===== src/rtl/fir_seq_pkg.sv =====
// Shared types and width helpers for the time-multiplexed symmetric FIR.
package fir_seq_pkg;

    typedef enum logic [1:0] {
        IDLE = 2'd0,
        MAC  = 2'd1,
        OUT  = 2'd2
    } state_e;

    function automatic int m_of(input int n);
        return (n - 1) / 2;
    endfunction

    function automatic int pre_w(input int dw);
        return dw + 1;
    endfunction

    function automatic int prod_w(input int dw, input int cw);
        return dw + cw + 1;
    endfunction

endpackage


===== src/rtl/fir_sample_ring.sv =====
// N-deep circular sample store with one write port and two async read ports.
module fir_sample_ring #(
    parameter int N  = 51,
    parameter int DW = 16,
    localparam int IW = $clog2(N)
) (
    input  logic          clk_i,
    input  logic          rst_ni,
    input  logic          we_i,
    input  logic [DW-1:0] wdata_i,
    output logic [IW-1:0] wp_o,
    input  logic [IW-1:0] rd_a_idx_i,
    input  logic [IW-1:0] rd_b_idx_i,
    output logic [DW-1:0] rd_a_o,
    output logic [DW-1:0] rd_b_o
);

    logic [DW-1:0] ring_q [N];
    logic [IW-1:0] wp_q;

    always_ff @(posedge clk_i) begin
        if (!rst_ni) begin
            for (int i = 0; i < N; i++) begin
                ring_q[i] <= '0;
            end
            wp_q <= '0;
        end else if (we_i) begin
            ring_q[wp_q] <= wdata_i;
            wp_q <= (wp_q == IW'(N - 1)) ? '0 : wp_q + IW'(1);
        end
    end

    assign wp_o   = wp_q;
    assign rd_a_o = ring_q[rd_a_idx_i];
    assign rd_b_o = ring_q[rd_b_idx_i];

endmodule


===== src/rtl/fir_sym_mac_sequencer.sv =====
// Symmetric FIR sequencer: one pre-adder, one multiplier, one accumulator,
// (N+1)/2 MAC cycles per sample, runtime-loadable half coefficient set.
module fir_sym_mac_sequencer
    import fir_seq_pkg::*;
#(
    parameter int N           = 51,
    parameter int DATA_WIDTH  = 16,
    parameter int COEFF_WIDTH = 16,
    parameter int ACC_WIDTH   = DATA_WIDTH + COEFF_WIDTH + 8,
    parameter int SHIFT       = 15,
    localparam int M  = m_of(N),
    localparam int AW = $clog2((N + 1) / 2),
    localparam int IW = $clog2(N)
) (
    input  logic                   clk_i,
    input  logic                   rst_ni,
    input  logic                   s_valid_i,
    output logic                   s_ready_o,
    input  logic [DATA_WIDTH-1:0]  s_data_i,
    input  logic                   coef_we_i,
    input  logic [AW-1:0]          coef_addr_i,
    input  logic [COEFF_WIDTH-1:0] coef_data_i,
    output logic                   coef_ready_o,
    output logic                   m_valid_o,
    input  logic                   m_ready_i,
    output logic [ACC_WIDTH-1:0]   m_data_o,
    output logic                   busy_o
);

    localparam int PW = pre_w(DATA_WIDTH);
    localparam int XW = prod_w(DATA_WIDTH, COEFF_WIDTH);

    state_e                 state_q, state_d;
    logic [AW-1:0]          k_q, k_d;
    logic [IW-1:0]          base_q, base_d;
    logic signed [ACC_WIDTH-1:0] acc_q, acc_d;
    logic                   m_valid_q, m_valid_d;
    logic [COEFF_WIDTH-1:0] coef_q [M+1];

    logic                   ring_we;
    logic [IW-1:0]          wp;
    logic [IW:0]            ia_w, ib_w;
    logic [DATA_WIDTH-1:0]  ra, rb;
    logic signed [PW-1:0]   pre;
    logic signed [XW-1:0]   prod;

    fir_sample_ring #(
        .N  (N),
        .DW (DATA_WIDTH)
    ) u_ring (
        .clk_i      (clk_i),
        .rst_ni     (rst_ni),
        .we_i       (ring_we),
        .wdata_i    (s_data_i),
        .wp_o       (wp),
        .rd_a_idx_i (ia_w[IW-1:0]),
        .rd_b_idx_i (ib_w[IW-1:0]),
        .rd_a_o     (ra),
        .rd_b_o     (rb)
    );

    // Tap pair (base-k, base-(N-1-k)) mod N; the second equals base+k+1 mod N.
    always_comb begin
        ia_w = {1'b0, base_q} + (IW+1)'(N) - (IW+1)'(k_q);
        if (ia_w >= (IW+1)'(N)) begin
            ia_w = ia_w - (IW+1)'(N);
        end
        ib_w = {1'b0, base_q} + (IW+1)'(k_q) + (IW+1)'(1);
        if (ib_w >= (IW+1)'(N)) begin
            ib_w = ib_w - (IW+1)'(N);
        end
    end

    always_comb begin
        pre = {ra[DATA_WIDTH-1], ra};
        if (k_q != AW'(M)) begin
            pre = pre + $signed({rb[DATA_WIDTH-1], rb});
        end
        prod = XW'($signed(coef_q[k_q])) * XW'(pre);
    end

    always_comb begin
        state_d   = state_q;
        k_d       = k_q;
        base_d    = base_q;
        acc_d     = acc_q;
        m_valid_d = m_valid_q;
        ring_we   = 1'b0;
        unique case (state_q)
            IDLE: begin
                if (s_valid_i) begin
                    ring_we = 1'b1;
                    base_d  = wp;
                    acc_d   = '0;
                    k_d     = '0;
                    state_d = MAC;
                end
            end
            MAC: begin
                acc_d = acc_q + ACC_WIDTH'(prod);
                if (k_q == AW'(M)) begin
                    state_d   = OUT;
                    m_valid_d = 1'b1;
                end else begin
                    k_d = k_q + AW'(1);
                end
            end
            OUT: begin
                if (m_ready_i) begin
                    state_d   = IDLE;
                    m_valid_d = 1'b0;
                end
            end
            default: begin
                state_d   = IDLE;
                m_valid_d = 1'b0;
            end
        endcase
    end

    always_ff @(posedge clk_i) begin
        if (!rst_ni) begin
            state_q   <= IDLE;
            k_q       <= '0;
            base_q    <= '0;
            acc_q     <= '0;
            m_valid_q <= 1'b0;
        end else begin
            state_q   <= state_d;
            k_q       <= k_d;
            base_q    <= base_d;
            acc_q     <= acc_d;
            m_valid_q <= m_valid_d;
        end
    end

    always_ff @(posedge clk_i) begin
        if (!rst_ni) begin
            for (int i = 0; i <= M; i++) begin
                coef_q[i] <= '0;
            end
        end else if (coef_we_i && state_q == IDLE && coef_addr_i <= AW'(M)) begin
            coef_q[coef_addr_i] <= coef_data_i;
        end
    end

    assign s_ready_o    = (state_q == IDLE);
    assign coef_ready_o = (state_q == IDLE);
    assign busy_o       = (state_q != IDLE);
    assign m_valid_o    = m_valid_q;
    assign m_data_o     = acc_q >>> SHIFT;

endmodule

===== config.mk =====
export PLATFORM = sky130hd
export DESIGN_NAME = fir_sym_mac_sequencer
export DESIGN_NICKNAME = d
export VERILOG_FILES = /design/src/rtl/fir_seq_pkg.sv /design/src/rtl/fir_sample_ring.sv /design/src/rtl/fir_sym_mac_sequencer.sv
export SDC_FILE = /design/constraint.sdc
export NUM_CORES = 2
export LEC_CHECK = 0
export ABC_AREA = 0
export CORE_UTILIZATION = 45
export CTS_CLUSTER_DIAMETER = 200
export DETAILED_ROUTE_END_ITERATION = 10
export PLACE_DENSITY = 0.63
export SYNTH_ARGS = -nofsm -noshare
export SYNTH_HDL_FRONTEND = slang
export SYNTH_HIERARCHICAL = 1
export SYNTH_SLANG_ARGS = --single-unit

===== constraint.sdc =====
create_clock -name clk_i -period 15.3 [get_ports clk_i]
set_input_delay 2.295 -clock clk_i [delete_from_list [all_inputs] [get_ports clk_i]]
set_output_delay 2.295 -clock clk_i [all_outputs]
set_load 0.02 [all_outputs]

### After elaboration in Yosys (flattened, before gate mapping)

Memory sizes are Yosys's and may differ from the RTL's. A register that Yosys moved wholly into a read port is not among the register bits.
Index checks and enable logic that the tools add are counted.

| storage, ports and cells | value |
|---|---|
| memories | 2 |
| output and inout port bits | 44 |
| word-level logic and storage cells | 77 |
| RAM bits | 1,232 |
| input bits | 42 |
| register bits after elaboration | 60 |
| latch bits | 0 |
| ROM bits | 0 |

| operators by class | value |
|---|---|
| bitwise logic cells | 1 |
| equal/unequal tests | 9 |
| reductions and logical operators | 12 |
| $add $sub $neg | 10 |
| shifts and indexed selects | 0 |
| divide/modulo/power cells | 0 |
| multiply operators | 1 |
| magnitude comparators | 3 |
| muxes and demuxes | 33 |

Memories:

| memory | depth | width | rd ports | clocked after Yosys merged registers in | write ports | line | RTL |
|---|---|---|---|---|---|---|---|
| u_ring.ring_q | 51 | 16 | 2 | 0 | 51 | fir_sample_ring.sv:18 | `logic [DW-1:0] ring_q [N];` |
| coef_q | 26 | 16 | 1 | 1 | 26 | fir_sym_mac_sequencer.sv:38 | `logic [COEFF_WIDTH-1:0] coef_q [M+1];` |

Operators by type and width:

| cell | number |
|---|---|
| one-hot mux 40 bit (2 select lines) | 1 |
| adder 40 x 33 -> 40 bit | 1 |
| two-way mux 40 bit | 1 |
| multiplier 16 x 17 -> 33 bit | 1 |
| two-way mux 16 bit | 2 |
| OR reduction 16 bit | 2 |
| two-way mux 5 bit | 5 |
| two-way mux 6 bit | 4 |
| adder 16 x 16 -> 17 bit | 1 |
| two-way mux 17 bit | 1 |
| >= comparator 7 x 6 -> 1 bit (second input constant) | 2 |
| two-way mux 1 bit | 13 |
| subtractor 6 bit (second input constant) | 2 |
| one-hot mux 5 bit (2 select lines) | 1 |
| AND reduction 3 bit | 3 |
| != test 2 bit (second input constant) | 4 |
| adder 6 x 5 -> 7 bit | 1 |
| adder 6 x 6 -> 7 bit (second input constant) | 1 |
| adder 7 x 1 -> 7 bit (second input constant) | 1 |
| subtractor 7 x 5 -> 7 bit | 1 |
| adder 6 x 1 -> 6 bit (second input constant) | 1 |
| equality test 6 bit (second input constant) | 1 |
| two-way mux 2 bit | 3 |
| one-hot mux 2 bit (3 select lines) | 1 |
| 12 further kinds | 15 |

### Depth between registers and ports, before layout

An unclocked memory read counts as a cell.

| logic depth | value |
|---|---|
| depth in word-level cells | 10 |
| depth in mapped cells | 55 |

### Hierarchy

Netlist, hierarchy kept.

Modules (own cells, without submodules):

| module | seq. area each (um2) | instances | area an instance (um2) | cells each |
|---|---|---|---|---|
| fir_sample_ring | 30,869.6 | 1 | 53,680.2 | 3,394 |
| fir_sym_mac_sequencer | 16,555.9 | 1 | 39,357.7 | 3,238 |

### Worst setup path before layout

No wires, ideal clock.

| timing path | value |
|---|---|
| path kind | register -> register |
| from | register k_q[1] |
| to | register acc_q[30] |
| path slack | 4.119 ns |
| library setup time | 0.117 ns |
| period minus slack after synthesis | 11.181 ns |
| stages on the path, launching flop included | 49 |
| path buffers | 5 |
| arrival | 11.064 ns |
| cell sequence | dfxtp_1 > inv_1 > ha_1 > ha_1 > inv_1 > fa_1 > o21ai_0 > o311ai_0 > nand2_1 > nor2_1 > mux2_2 > buf_4 > buf_6 > buf_6 > buf_6 > nor2_1 > a22oi_1 > nand3_1 > [13 not listed] > nand2_1 > fa_1 > fa_1 > fa_1 > fa_1 > inv_1 > fa_1 > fa_1 > ha_1 > a21o_1 > a21o_1 > a221o_1 > o2111ai_1 > a21oi_1 > nor2_1 > a21oi_1 > xor2_1 > a32o_1 |

| on the way | value |
|---|---|
| elaborated cells between the ends (all ways) | 16 |
| those cells by class | add/sub (7); mul (1); order compare (2); eq/ne (1); mux (4); memory (1) |

RTL lines:

| what | line | RTL |
|---|---|---|
| from (decl) | fir_sym_mac_sequencer.sv:34 | `logic [AW-1:0] k_q, k_d;` |
| from (signal assigned) | fir_sym_mac_sequencer.sv:130 | `k_q <= k_d;` |
| subtractor 7 x 5 -> 7 bit * | fir_sym_mac_sequencer.sv:64 | `ia_w = {1'b0, base_q} + (IW+1)'(N) - (IW+1)'(k_q);` |
| subtractor 6 bit / >= comparator 7 x 6 -> 1 bit (equally long branches) | fir_sym_mac_sequencer.sv:66, fir_sym_mac_sequencer.sv:65 |  |
| two-way mux 6 bit * | fir_sym_mac_sequencer.sv:65 | `if (ia_w >= (IW+1)'(N)) begin` |
| named net ia_w[1] | fir_sym_mac_sequencer.sv:42 | `logic [IW:0] ia_w, ib_w;` |
| memory (51 x 16 bit) * | - |  |
| named net ra[0] | fir_sym_mac_sequencer.sv:43 | `logic [DATA_WIDTH-1:0] ra, rb;` |
| adder 16 x 16 -> 17 bit | fir_sym_mac_sequencer.sv:77 | `pre = pre + $signed({rb[DATA_WIDTH-1], rb});` |
| two-way mux 17 bit * | fir_sym_mac_sequencer.sv:76 | `if (k_q != AW'(M)) begin` |
| multiplier 16 x 17 -> 33 bit * | fir_sym_mac_sequencer.sv:79 | `prod = XW'($signed(coef_q[k_q])) * XW'(pre);` |
| adder 40 x 33 -> 40 bit * | fir_sym_mac_sequencer.sv:100 | `acc_d = acc_q + ACC_WIDTH'(prod);` |
| one-hot mux 40 bit (2 select lines) * | fir_sym_mac_sequencer.sv:89 | `unique case (state_q)` |
| to (signal assigned) | fir_sym_mac_sequencer.sv:126 | `acc_q <= '0;` |
| to (signal assigned) | fir_sym_mac_sequencer.sv:132 | `acc_q <= acc_d;` |
| to (decl) | fir_sym_mac_sequencer.sv:36 | `logic signed [ACC_WIDTH-1:0] acc_q, acc_d;` |

The timed path passes the listed nets; every way through them passes the cells marked *.
A chain may end at the register's enable or synchronous reset.

### Final worst setup path

| timing path | value |
|---|---|
| from | register k_q[0] |
| to | register acc_q[31] |

| on the way | value |
|---|---|
| cells in the longest elaborated chain, start to end | 10 |
| elaborated cells between the ends (all ways) | 16 |
| those cells by class | add/sub (7); mul (1); order compare (2); eq/ne (1); mux (4); memory (1) |

Ends and longest elaborated chain:

| what | line | RTL |
|---|---|---|
| adder 6 x 5 -> 7 bit * | fir_sym_mac_sequencer.sv:68 | `ib_w = {1'b0, base_q} + (IW+1)'(k_q) + (IW+1)'(1);` |
| adder 7 x 1 -> 7 bit * | fir_sym_mac_sequencer.sv:68 |  |
| subtractor 6 bit / >= comparator 7 x 6 -> 1 bit (equally long branches) | fir_sym_mac_sequencer.sv:70, fir_sym_mac_sequencer.sv:69 |  |
| two-way mux 6 bit * | fir_sym_mac_sequencer.sv:69 | `if (ib_w >= (IW+1)'(N)) begin` |
| named net ib_w[0] | fir_sym_mac_sequencer.sv:42 |  |
| memory (51 x 16 bit) * | - |  |
| named net rb[9] | fir_sym_mac_sequencer.sv:43 |  |
| adder 16 x 16 -> 17 bit * | fir_sym_mac_sequencer.sv:77 |  |
| two-way mux 17 bit * | fir_sym_mac_sequencer.sv:76 |  |
| multiplier 16 x 17 -> 33 bit * | fir_sym_mac_sequencer.sv:79 |  |
| adder 40 x 33 -> 40 bit * | fir_sym_mac_sequencer.sv:100 |  |
| one-hot mux 40 bit (2 select lines) * | fir_sym_mac_sequencer.sv:89 |  |

Marks and branches as above.

==> impl_metrics.json <==
{
  "status": "finished clean",
  "average_size_of_a_mapped_cell_um2": 14.0,
  "initial_core_util": 0.454,
  "synth-edff-count": 1536,
  "ctsHoldBuffers": 0,
  "critPathArrivalTime_ns": 14.68,
  "nets": 7219,
  "timing_worst_setup_path_type": "register to register",
  "synthesis.instances": 6632,
  "synth_ff_type": "edfxtp_1",
  "worstRegToRegCells": 42,
  "post-cts-setup-buffer-count": 0,
  "layout.cells.most_common": "edfxtp_1",
  "timing.hold.worst_endpoint": "acc_q[1]",
  "maxSlewViolCount": 0,
  "path_max_fanout": 19,
  "rsz0062_at_grt": "false",
  "area_delta_synth_final_pct": 10.3,
  "final_area_um2": 103000,
  "synth_seq_cells": 1601,
  "post-place-ws_ns": 1.64,
  "routabilityCongestion": 0.970,
  "cts.path.max_buffers": 3,
  "floorplan.core_area_um2": 205000,
  "synth-seq-area-share": 0.510,
  "cts_inserted_buffers": 174,
  "route.final.wire_length_mm": 285,
  "ant_nets": 0,
  "timing_hold_violations_final": 0,
  "setup.worst_path.end_class": "register",
  "critical-path-max-stage-delay_ns": 0.99,
  "numPortBuffers": 85,
  "async_reset_ff_frac": 0,
  "fmaxAchievable_mhz": 71.6,
  "final_cell_mix": "1536 x edfxtp_1, 1221 x and2_1, 665 x mux4_2",
  "grt_use_total": 0.274,
  "crit_path_frequent_cell": "fa_1",
  "regToRegEndpoint": "acc_q[31]",
  "finalCritPeriodShare": 0.913,
  "max_cap_violations": 0,
  "syn-cell-area_um2": 93000,
  "fp.dieArea_um2": 209000,
  "clk_pin_slew_ns": 0.06,
  "timing.reg2reg.setup_slack_ns": 1.33,
  "relSlewSlack": 0.137,
  "synth_cell_types": 82,
  "hold_depth": 2,
  "maximum_number_of_pins_on_one_net_before_global_route_repair": 97,
  "cts_repair_resize_count": 0,
  "yosys_warnings": 6,
  "finalSetupTns_ns": 0,
  "placementRows": 166,
  "req_time_crit_path_ns": 16.01,
  "worst_hold_start": "acc_q[1]",
  "hold-worst-slack_ns": 0.476,
  "wl_per_cell_um": 29.9,
  "drive_above_1_share": 0.192,
  "placed_area_um2": 97100,
  "clock_tree_skew_after_final_layout_ns": 0.0345,
  "final_ws_setup_ns": 1.33,
  "ctsRootBufferMaster": "clkbuf_16",
  "wire_length_of_the_first_global_routing_pass_mm": 413,
  "post_route_minimum_period_ns": 13.97,
  "drc": 0,
  "die_width_um": 457,
  "critical-path-slowest-cell": "xnor2_2",
  "holdCritPathClass": "register to register",
  "detailed_place_hpwl_mm": 192,
  "die_h_um": 457,
  "numClockSinks": 1601,
  "grt_antenna_before_repair": 21,
  "timing.final.setup_violations": 0,
  "tritoncts": "done",
  "vias_per_cell": 6.03,
  "r2r_start": "k_q[0]",
  "route.vias.total": 57400,
  "tightest_slew_ns": 1.28,
  "firstDrtPassIters": 5,
  "pin_count": 86,
  "global_route.overflow_total": 0,
  "drt_first_iter_violations": 7290,
  "number_of_global_route_vias_before_repair": 57600,
  "cts.htree.levels": 4,
  "launching_element_type_of_the_critical_path": "register",
  "clock_insertion_delay_at_the_later_pin_of_the_skew_report_ns": 0.85
}
==> cells by family after synthesis <==
kind of cell | count (synthesis) | share of synthesized area
compound gates | 554 | 0.0384
mux | 790 | 0.176
xor+xnor | 73 | 0.00687
other cells | 1 | 0.0000403
buf+inv | 1039 | 0.0487
flops | 1601 | 0.510
simple gates | 2078 | 0.126
fa+ha+maj | 496 | 0.0945
==> worst max-delay path: cells and delay by family (launching register included) <==
kind	cells	cell delay (ns)
mux	3	1.10
buf+inv	5	0.79
xor+xnor	3	1.55
fa+ha+maj	10	4.50
flops	1	0.39
simple gates	5	1.38
compound gates	16	4.09
==> Yosys cell counts, types with 18 or more instances <==
cell         n  share of area
a211oi_1    29         0.0023
o22ai_1     57         0.0038
buf_4       87         0.0070
ha_1       152          0.020
nor2b_1     50         0.0034
mux2i_1     64         0.0069
clkbuf_1   325          0.013
mux2_2      51         0.0062
xor2_1      24         0.0023
xnor2_1     49         0.0046
fa_1       344          0.074
and3_1      78         0.0052
inv_1      498          0.020
and2_1    1221          0.082
nand4_1     27         0.0018
o21a_1      18         0.0015
nor2_1     275          0.011
edfxtp_1  1536           0.50
o221ai_1    19         0.0018
nand2b_1    50         0.0034
nand3_1     56         0.0030
mux4_2     665           0.16
dfxtp_1     65          0.014
o21ai_0    131         0.0070
buf_2       76         0.0041
a22oi_1     73         0.0059
nor3_1      21         0.0011
buf_6       26         0.0031
nand2_1    232         0.0094
a21oi_1    104         0.0056
==> per-layer routing <==
layer / global-route usage / vias up / part of all wire
met4: 0.104 / 12 / 0.041
met2: 0.427 / 2700 / 0.47
met3: 0.0641 / 499 / 0.095
met5: 0 / - / 0.00024
li1: - / 24100 / -
met1: 0.372 / 30100 / 0.40
==> flip-flops by register name, summed over array words and instances (netlist names), named ones only <==
register	cells
acc_q	40
base_q	6
coef_q	512
k_q	5
m_valid_o	1
state_q	2
u_ring/ring_q	1024
u_ring/wp_o	6
==> worst max-delay path by stage <==
stage,from,to,depth (start not counted)
after detailed placement,k_q[0],acc_q[30],41
after global placement,k_q[0],acc_q[31],46
after floorplan,k_q[1],acc_q[30],48
after CTS,k_q[1],acc_q[30],45
after global routing,k_q[1],acc_q[31],46
final,k_q[0],acc_q[31],42
==> metrics by stage <==
step / cells / utilization
final: 9522 / 0.501
after global routing: 9516 / 0.501
after CTS: 9514 / 0.501
after detailed placement: 9193 / 0.474
after global placement: 9193 / 0.474
after floorplan: 6727 / -
==> final cells by class <==
cell class                 count  area [µm²]
antenna                        8        20.0
clock buffer                 223        4580
clock inverter                98         930
fill                       17300      102000
inverter                     502        1880
multi-input combinational   4087       41700
sequential                  1601       47400
tap                         2688        3360
timing repair buffer         315        2690
Power is not shown: default switching activity piles up to over one toggle a cycle in this logic, so the estimate is an artifact.
